`config.mk`:
```
export PLATFORM = sky130hd
export DESIGN_NAME = lsq_ret_seq
export DESIGN_NICKNAME = d
export VERILOG_FILES = /design/src/rtl/lsq_ret_seq.sv
export SDC_FILE = /design/constraint.sdc
export NUM_CORES = 1
export LEC_CHECK = 0
export CAP_MARGIN = 5
export CORE_ASPECT_RATIO = 0.7
export CORE_MARGIN = 2
export CORE_UTILIZATION = 30
export DETAILED_ROUTE_END_ITERATION = 16
export GPL_TIMING_DRIVEN = 0
export PLACE_DENSITY = 0.6
export SLEW_MARGIN = 20
export SYNTH_ARGS = -nofsm -noshare
export SYNTH_HDL_FRONTEND = slang
export SYNTH_SLANG_ARGS = --single-unit
```
`constraint.sdc`:
```
create_clock -name clk -period 2.15 [get_ports clk]
set_input_delay 0.43 -clock clk [delete_from_list [all_inputs] [get_ports clk]]
set_output_delay 0.43 -clock clk [all_outputs]
set_load 0.05 [all_outputs]
```
`src/rtl/lsq_ret_seq.sv`:
```
// Retire-group sequencer: offers one thread's in-order LSQ retire group per
// cycle to the control unit, pops the LSQ head on retirement, handles flushes.
module lsq_ret_seq #(
  parameter int FLUSH_CYC = 2,
  parameter int TIMEOUT   = 255
) (
  input  logic       clk,
  input  logic       rst,
  input  logic [1:0] grp_ready,
  input  logic [5:0] grp_II0,
  input  logic [5:0] grp_II1,
  input  logic       doRetire,
  input  logic [5:0] cntrl_II,
  input  logic       bStall,
  input  logic       except,
  input  logic       except_thread,
  input  logic [5:0] except_II,
  output logic       out_valid,
  output logic       out_thread,
  output logic [5:0] out_II,
  output logic [1:0] lsq_pop,
  output logic       seq_err,
  output logic       stuck
);

  typedef enum logic {IDLE, OFFER} state_t;

  state_t     state, state_nxt;
  logic [5:0] exp_ii  [2];
  logic [3:0] blk_cnt [2];
  logic [5:0] grp_ii  [2];
  logic       last;
  logic [7:0] age;
  logic [1:0] elig, mism;
  logic       pick, flush_cur, accept;

  assign grp_ii[0] = grp_II0;
  assign grp_ii[1] = grp_II1;

  // NOTE: every signal written in always_comb gets a default first, so no
  // path can leave it unassigned and infer a latch.
  always_comb begin
    elig = '0;
    mism = '0;
    for (int t = 0; t < 2; t++) begin
      if (grp_ready[t] && blk_cnt[t] == 4'd0) begin
        if (grp_ii[t] == exp_ii[t])
          elig[t] = !(except && except_thread == 1'(t));
        else
          mism[t] = 1'b1;
      end
    end
  end

  // Round-robin only matters when both threads are eligible.
  assign pick      = (elig == 2'b11) ? ~last : elig[1];
  assign flush_cur = except && (except_thread == out_thread);
  // Gated by rst so a reset arriving mid-offer never pops the LSQ.
  assign accept    = out_valid && doRetire && (cntrl_II == out_II) &&
                     !bStall && !flush_cur && !rst;

  assign out_valid = (state == OFFER);
  assign lsq_pop   = accept ? (out_thread ? 2'b10 : 2'b01) : 2'b00;
  assign stuck     = (state == OFFER) && (age >= 8'(TIMEOUT));

  always_comb begin
    state_nxt = state;
    case (state)
      IDLE:    if (elig != 2'b00) state_nxt = OFFER;
      OFFER:   if (accept || flush_cur) state_nxt = IDLE;
      default: state_nxt = IDLE;
    endcase
  end

  // NOTE: sequential state uses non-blocking assignments so every register
  // samples the pre-edge values, independent of statement order.
  always_ff @(posedge clk) begin
    if (rst) begin
      state      <= IDLE;
      out_thread <= 1'b0;
      out_II     <= '0;
      seq_err    <= 1'b0;
      last       <= 1'b1;
      age        <= '0;
      for (int t = 0; t < 2; t++) begin
        exp_ii[t]  <= '0;
        blk_cnt[t] <= '0;
      end
    end else begin
      state   <= state_nxt;
      seq_err <= seq_err | (|mism);

      if (state == IDLE && elig != 2'b00) begin
        out_thread <= pick;
        out_II     <= exp_ii[pick];
        age        <= '0;
      end else if (state == OFFER && age != 8'hFF) begin
        age <= age + 8'd1;
      end

      if (accept) last <= out_thread;

      for (int t = 0; t < 2; t++) begin
        if (except && except_thread == 1'(t)) begin
          exp_ii[t]  <= except_II;
          blk_cnt[t] <= 4'(FLUSH_CYC);
        end else begin
          if (accept && out_thread == 1'(t)) exp_ii[t] <= exp_ii[t] + 6'd1;
          if (blk_cnt[t] != 4'd0) blk_cnt[t] <= blk_cnt[t] - 4'd1;
        end
      end
    end
  end

endmodule

```
==> results.sh, run 1 <==
export IMPL_clock_sinks=38
export IMPL_drc=0
export IMPL_first_pass_iters=5
export IMPL_critical_path_class="input port to output port"
export IMPL_synth_edf_count=20
export IMPL_netSwitchingFraction_pct=31.7
export IMPL_core_um2=7380
export IMPL_cp_endpoint="lsq_pop[1]"
export IMPL_rr_endpoint="exp_ii[1][2]"
export IMPL_yosysMostFrequentCell="nor2_1"
export IMPL_grt_remaining_overflow=0
export IMPL_reg2reg_setup_slack_ps=50
export IMPL_p_per_area_nw_per_um2=709
export IMPL_final_period_utilization_pct=103
export IMPL_avgViaCountPerCell=4.73
export IMPL_hold_class="flop to flop"
export IMPL_ys_seq_area_share_pct=41.7
export IMPL_crit_fanout=4
export IMPL_start_util_pct=31.2
export IMPL_netlist_area_um2=2310
export IMPL_startpoint="cntrl_II[4]"
export IMPL_synth_seq_cells=38
export IMPL_crit_path_end_kind="output port"
export IMPL_combPwrFrac_pct=32.3
export IMPL_vdd_drop_max_mv=0.257
export IMPL_synth_common_cells="21 x nor2_1, 20 x edfxtp_1, 20 x xnor2_1"
export IMPL_tns_ps=-71.8
export IMPL_multi_input_area_um2=1350
export IMPL_fill_cells=713
export IMPL_cts_buffer_depth=2
export IMPL_io_buffers=42
export IMPL_grt_pass1_vias=1902
export IMPL_r2r_cells=7
export IMPL_dpl_hpwl_mm=4.23
export IMPL_r2r_start="out_II[1]"
export IMPL_worstHoldStart="out_II[2]"
export IMPL_min_period_ps=2220
export IMPL_maxCapViolations=0
export IMPL_diodes=0
export IMPL_finalSetupViolations=1
export IMPL_cts_tree="done"
export IMPL_die_y_um=77.4
export IMPL_skew_ps=8.77
export IMPL_crit_path_cell_trace="dlygate4sd2_1 -> xor2_1 -> nor3_2 -> nand4_4 -> or2_4 -> inv_4 -> buf_8"
export IMPL_vias=1837
export IMPL_grt_use_total_pct=14.4
export IMPL_status="finished, violations left"
export IMPL_die_x_um=109
export IMPL_io_pins=44
export IMPL_clock_power_share_pct=23.2
export IMPL_finalWorstSetupSlack_ps=-71.8
export IMPL_syn_avg_cell_area_um2=10.1
export IMPL_die_area_um2=8410
export IMPL_synth_top_cells_by_area="edfxtp_1 26%, dfxtp_1 16%, xnor2_1 7.6%"
export IMPL_p_leak_nw=1.20
export IMPL_syn_inst=228
export IMPL_clockRootBuffer="clkbuf_8"
export IMPL_failed_checks="negative setup slack"
export IMPL_intPower_mw=1.51
export IMPL_synthFlopType="edfxtp_1"
export IMPL_cts_buffers=5
export IMPL_placed_area_um2=2860
export IMPL_crit_arrival_ps=1790
export IMPL_grt_pass1_wl_mm=9.39
export IMPL_relSlewSlack_pct=61.2
export IMPL_synth_top_cell_by_area="edfxtp_1"
export IMPL_routed_wl_mm=5.64
export IMPL_yosysTopAreaCellShare_pct=26.0
export IMPL_final_max_slew_viol_count=0
export IMPL_grt_max_degree=12
export IMPL_rows=26
export IMPL_synthesis_nets=266
export IMPL_slowest_delay_ps=300
export IMPL_yosysUniqueCellTypes=46
export IMPL_wl_per_cell_um=14.5
export IMPL_regArea_um2=967
export IMPL_path_clk_slew_ps=70
export IMPL_rsz0062_at_grt="true"
export IMPL_gp_congestion=0.818
export IMPL_area_growth_pct=35.6
export IMPL_htree_levels=2
export IMPL_postRouteAntennaNets=0
export IMPL_drive_above_1_share_pct=19.7
export IMPL_drt_initial_drc_count=80
export IMPL_insertion_delay_ps=290
export IMPL_cp_slowest_cell="nor3_2"
export IMPL_hold_viol=0
export IMPL_p_seq_share_pct=44.5
export IMPL_async_flop_share_pct=0
export IMPL_nets=327
export IMPL_antenna_found_initial=0
export IMPL_p_switching_mw=0.703
export IMPL_worstMarginPinSlew_ps=578
export IMPL_stdcell_area_um2=3130
export IMPL_max_freq_ghz=0.450
export IMPL_cp_start_kind="input port"
export IMPL_ys_warn_count=0
export IMPL_worstPathRequired_ps=1720
[cell families after synthesis]
kind of cell,count (synthesis),share of synthesized area [%]
mux,13,5.86
buf+inv,20,3.47
xor+xnor,37,14.1
compound gates,31,11.3
simple gates,83,20.3
flops,38,41.7
fa+ha+maj,6,3.26
[layer usage]
layer / vias up / part of all wire, % / wire length (um) / track usage [%]
met5: - / 0 / 0 / 0
met2: 47 / 42 / 2380 / 21.5
met4: 0 / 1.1 / 63 / 3.33
li1: 925 / - / - / -
met3: 7 / 7.1 / 401 / 3.45
met1: 858 / 49 / 2790 / 21.0
[cell type report]
class,count,share of cell area [%]
sequential,38,30.9
timing repair buffer,55,16.6
clock inverter,1,0.160
multi-input combinational,170,43.1
inverter,17,2.20
tap,98,3.92
buffer,2,0.360
clock buffer,7,2.76
[worst min path at each step]
stage               slack, ps  cells after the start        end
CTS                       500                      2    seq_err
global route              530                      2  out_II[2]
finish                    500                      2  out_II[2]
global placement          480                      2  out_II[0]
floorplan                 470                      2       last
detailed placement        490                      2  out_II[1]
[flip-flops by register name, indices dropped and copies added, names as in the netlist]
signal / flops
seq_err: 1
last: 1
out_thread: 1
blk_cnt: 8
exp_ii: 12
out_valid: 1
out_II: 6
age: 8
[worst max-delay path: cells and delay by family]
kind	cells	cell delay (ps)
xor gates and xnor gates	1	140
buffers and inverters	3	450
and+or+nand+nor	3	770
[power by group through the flow]
stage                     logic, mW  clock network (mW)  registers (mW)
after floorplan               0.436                   0            1.00
after global placement        0.620                   0           0.996
after detailed placement      0.631                   0            1.00
after CTS                     0.677               0.537           0.984
after global routing          0.802               0.567            1.00
final                         0.717               0.515           0.986
[cells in the final DEF, fill, tap and decap left out, types with 5 or more instances in the layout]
cell,netlist,routed
inv_1,16,15
o22ai_1,5,5
a22o_1,5,5
dfxtp_1,18,13
clkbuf_8,0,6
dlygate4sd2_1,0,6
edfxtp_1,20,20
dfxtp_2,0,5
nand2_1,18,18
nor3_1,9,7
buf_4,1,12
mux2i_1,12,8
nand3_1,12,12
clkdlybuf4s50_1,0,29
a21oi_1,7,7
nor2_1,21,21
ha_1,6,6
xor2_1,17,14
xnor2_1,20,20
[metrics by stage]
| step | setup WS [ps] | utilization, % | hold WS, ps | power [mW] | std cells |
|---|---|---|---|---|---|
| finish | -71.8 | 42.4 | 500 | 2.22 | 388 |
| floorplan | -147 | - | 472 | 1.44 | 228 |
| detailed placement | -1180 | 38.7 | 487 | 1.63 | 368 |
| global route | -157 | 42.4 | 526 | 2.37 | 388 |
| global placement | -1180 | 38.7 | 481 | 1.62 | 368 |
| CTS | -87.6 | 41.9 | 504 | 2.20 | 386 |
[timing repair]
item                                    in CTS  in global routing
pin swaps                                    8                  1
gates resized for setup                     49                 10
hold buffers                                 0                  0
setup buffers                               10                  3
gates cloned                                 0                  0
endpoints found under the hold margin        0                  0
endpoints found under the setup margin      36                 14
Note: power is estimated with default switching activity, not from simulation.
==> run 2: changes to the inputs <==
--- a/config.mk
+++ b/config.mk
@@ -10,7 +10,7 @@
 export CORE_MARGIN = 2
 export CORE_UTILIZATION = 30
 export DETAILED_ROUTE_END_ITERATION = 16
-export GPL_TIMING_DRIVEN = 0
+export MAX_ROUTING_LAYER = met4
 export PLACE_DENSITY = 0.6
 export SLEW_MARGIN = 20
 export SYNTH_ARGS = -nofsm -noshare
==> run 2 against run 1 <==
Against the previous run: clock skew increased by 4.0 ps; worst hold slack got worse by 6.3 ps; core utilization increased by 2.6 points; worst setup slack improved by 35 ps; die area unchanged; the flow still finishes with violations (negative setup slack); routed wire length increased by 1.8%; cell count increased by 6.2%; global-route usage increased by 0.29 points; final area increased by 6.2%; sequential cell count unchanged; non-clock buffer count increased by 24; critical path depth decreased by 1.
==> results.sh, run 2 (synthesized netlist as in run 1, its figures left out) <==
export IMPL_crit_family="simple AND/OR/NAND/NOR gates"
export IMPL_grt_max_degree=13
export IMPL_cp_slowest_cell="dfxtp_2"
export IMPL_clock_sinks=38
export IMPL_skew_ps=12.7
export IMPL_final_cell_mix="37 x buf_4, 30 x clkdlybuf4s50_1, 21 x nor2_1, 20 x xnor2_1, 20 x edfxtp_1"
export IMPL_cts_buffers=5
export IMPL_finalWorstSetupSlack_ps=-36.4
export IMPL_postRouteAntennaNets=0
export IMPL_die_area_um2=8410
export IMPL_grt_pass1_wl_mm=9.32
export IMPL_vdd_drop_max_mv=0.286
export IMPL_drt_initial_drc_count=83
export IMPL_drc=0
export IMPL_worstPathRequired_ps=1720
export IMPL_rows=26
export IMPL_path_clk_slew_ps=70
export IMPL_grt_remaining_overflow=0
export IMPL_drive_above_1_share_pct=23.9
export IMPL_failed_checks="negative setup slack"
export IMPL_die_x_um=109
export IMPL_largest_register="exp_ii"
export IMPL_clockRootBuffer="clkbuf_8"
export IMPL_final_period_utilization_pct=102
export IMPL_htree_levels=2
export IMPL_instances_no_fill=412
export IMPL_crit_path_cell_trace="xor2_2 -> nor4_4 -> nand4_4 -> or2_4 -> inv_4 -> buf_12"
export IMPL_hold_viol=0
export IMPL_worstMarginPinSlew_ps=567
export IMPL_vias=1931
export IMPL_cp_start_kind="flop"
export IMPL_max_freq_ghz=0.457
export IMPL_p_per_area_nw_per_um2=657
export IMPL_area_growth_pct=44.0
export IMPL_grt_use_total_pct=14.7
export IMPL_place_inst=399
export IMPL_fill_cells=729
export IMPL_core_um2=7380
export IMPL_p_leak_nw=1.35
export IMPL_startpoint="out_II[1]"
export IMPL_cts_buffer_depth=2
export IMPL_r2r_cells=7
export IMPL_dpl_hpwl_mm=4.64
export IMPL_start_util_pct=31.2
export IMPL_crit_arrival_ps=1760
export IMPL_grt_pass1_vias=1923
export IMPL_gp_congestion=0.816
export IMPL_largest_register_ffs=12
export IMPL_diodes=0
export IMPL_insertion_delay_ps=290
export IMPL_die_y_um=77.4
export IMPL_holdPathEnd="out_II[2]"
export IMPL_maxCapViolations=0
export IMPL_rsz0062_at_grt="true"
export IMPL_first_pass_iters=4
export IMPL_critical_path_class="flop to output port"
export IMPL_r2r_start="out_II[1]"
export IMPL_reg_largest_list="exp_ii (12), age (8), blk_cnt (8)"
export IMPL_wl_per_cell_um=13.9
export IMPL_layout_commonest_cell="buf_4"
export IMPL_worstHoldStart="out_II[2]"
export IMPL_rr_endpoint="exp_ii[1][1]"
export IMPL_nets=351
export IMPL_io_buffers=43
export IMPL_final_max_slew_viol_count=0
export IMPL_crit_path_end_kind="output port"
export IMPL_io_pins=44
export IMPL_antenna_found_initial=0
export IMPL_reg2reg_setup_slack_ps=120
export IMPL_relSlewSlack_pct=61.9
export IMPL_min_delay_path_depth=2
export IMPL_routed_wl_mm=5.74
export IMPL_slowest_delay_ps=340
export IMPL_avgViaCountPerCell=4.69
export IMPL_regArea_um2=966
export IMPL_crit_buf_inv=2
export IMPL_status="finished, violations left"
export IMPL_crit_fanout=3
export IMPL_hold_buffers=0
export IMPL_multi_input_area_um2=1340
export IMPL_min_period_ps=2190
export IMPL_hold_class="flop to flop"
export IMPL_cts_tree="done"
export IMPL_power_mw=2.18
export IMPL_finalSetupViolations=1
run 2: changes by cell type in the layout (fill, tap and decap cells not counted), sizes merged:
cell	previous run	this run
buf	17	42
clkdlybuf4s15	3	4
clkinv	1	2
clkdlybuf4s50	29	30
clkbuf	9	6
dlygate4sd2	6	5
run 2: routing by layer:
layer / up-vias / track usage [%] / share of wire [%]
met5: - / - / 0
met4: 0 / 2.56 / 0.63
met3: 4 / 3.19 / 6.5
met2: 50 / 19.7 / 40
met1: 905 / 22.7 / 53
li1: 972 / - / -
run 2: repair_timing:
action                     in CTS  in global routing
buffers inserted                3                  2
pin swaps                       6                  3
gates resized for setup        22                  8
hold endpoints to repair        0                  0
setup endpoints to repair      15                  6
run 2: area by class of cell:
type                            count  area share [%]
Clock buffer                        6            2.19
Clock inverter                      2           0.301
Inverter                           17            2.00
Multi-Input combinational cell    170            40.2
Sequential cell                    38            29.1
Tap cell                           98            3.69
Timing Repair Buffer               81            22.5
run 2: how the worst max path moves through the flow:
| stage | to | slack [ps] | depth (start not counted) |
|---|---|---|---|
| after floorplan | lsq_pop[0] | -150 | 6 |
| after global placement | exp_ii[1][2] | -430 | 7 |
| after detailed placement | exp_ii[1][4] | -470 | 7 |
| after CTS | lsq_pop[1] | -80 | 6 |
| after global routing | lsq_pop[1] | -110 | 6 |
| final | lsq_pop[1] | -40 | 6 |
run 2: metrics by stage:
| stage | hold slack [ps] | TNS, ps | cell area [um^2] | setup slack (ps) | utilization, % |
|---|---|---|---|---|---|
| floorplan | 472 | -147 | 2310 | -147 | - |
| global placement | 480 | -9860 | 3140 | -430 | 42.5 |
| detailed placement | 483 | -10840 | 3140 | -466 | 42.5 |
| CTS | 515 | -119 | 3280 | -78.0 | 44.4 |
| global route | 512 | -130 | 3320 | -110 | 45.0 |
| finish | 493 | -36.4 | 3320 | -36.4 | 45.0 |
run 2: power breakdown:
part,switching [mW],total [mW],internal (mW)
registers,0.0818,0.967,0.885
clock network,0.254,0.479,0.225
logic,0.361,0.735,0.374
run 2: tightest hold or removal path: stages (launching register included):
cell	delay, ps
dfxtp_2	330
inv_1	50
o22ai_1	70
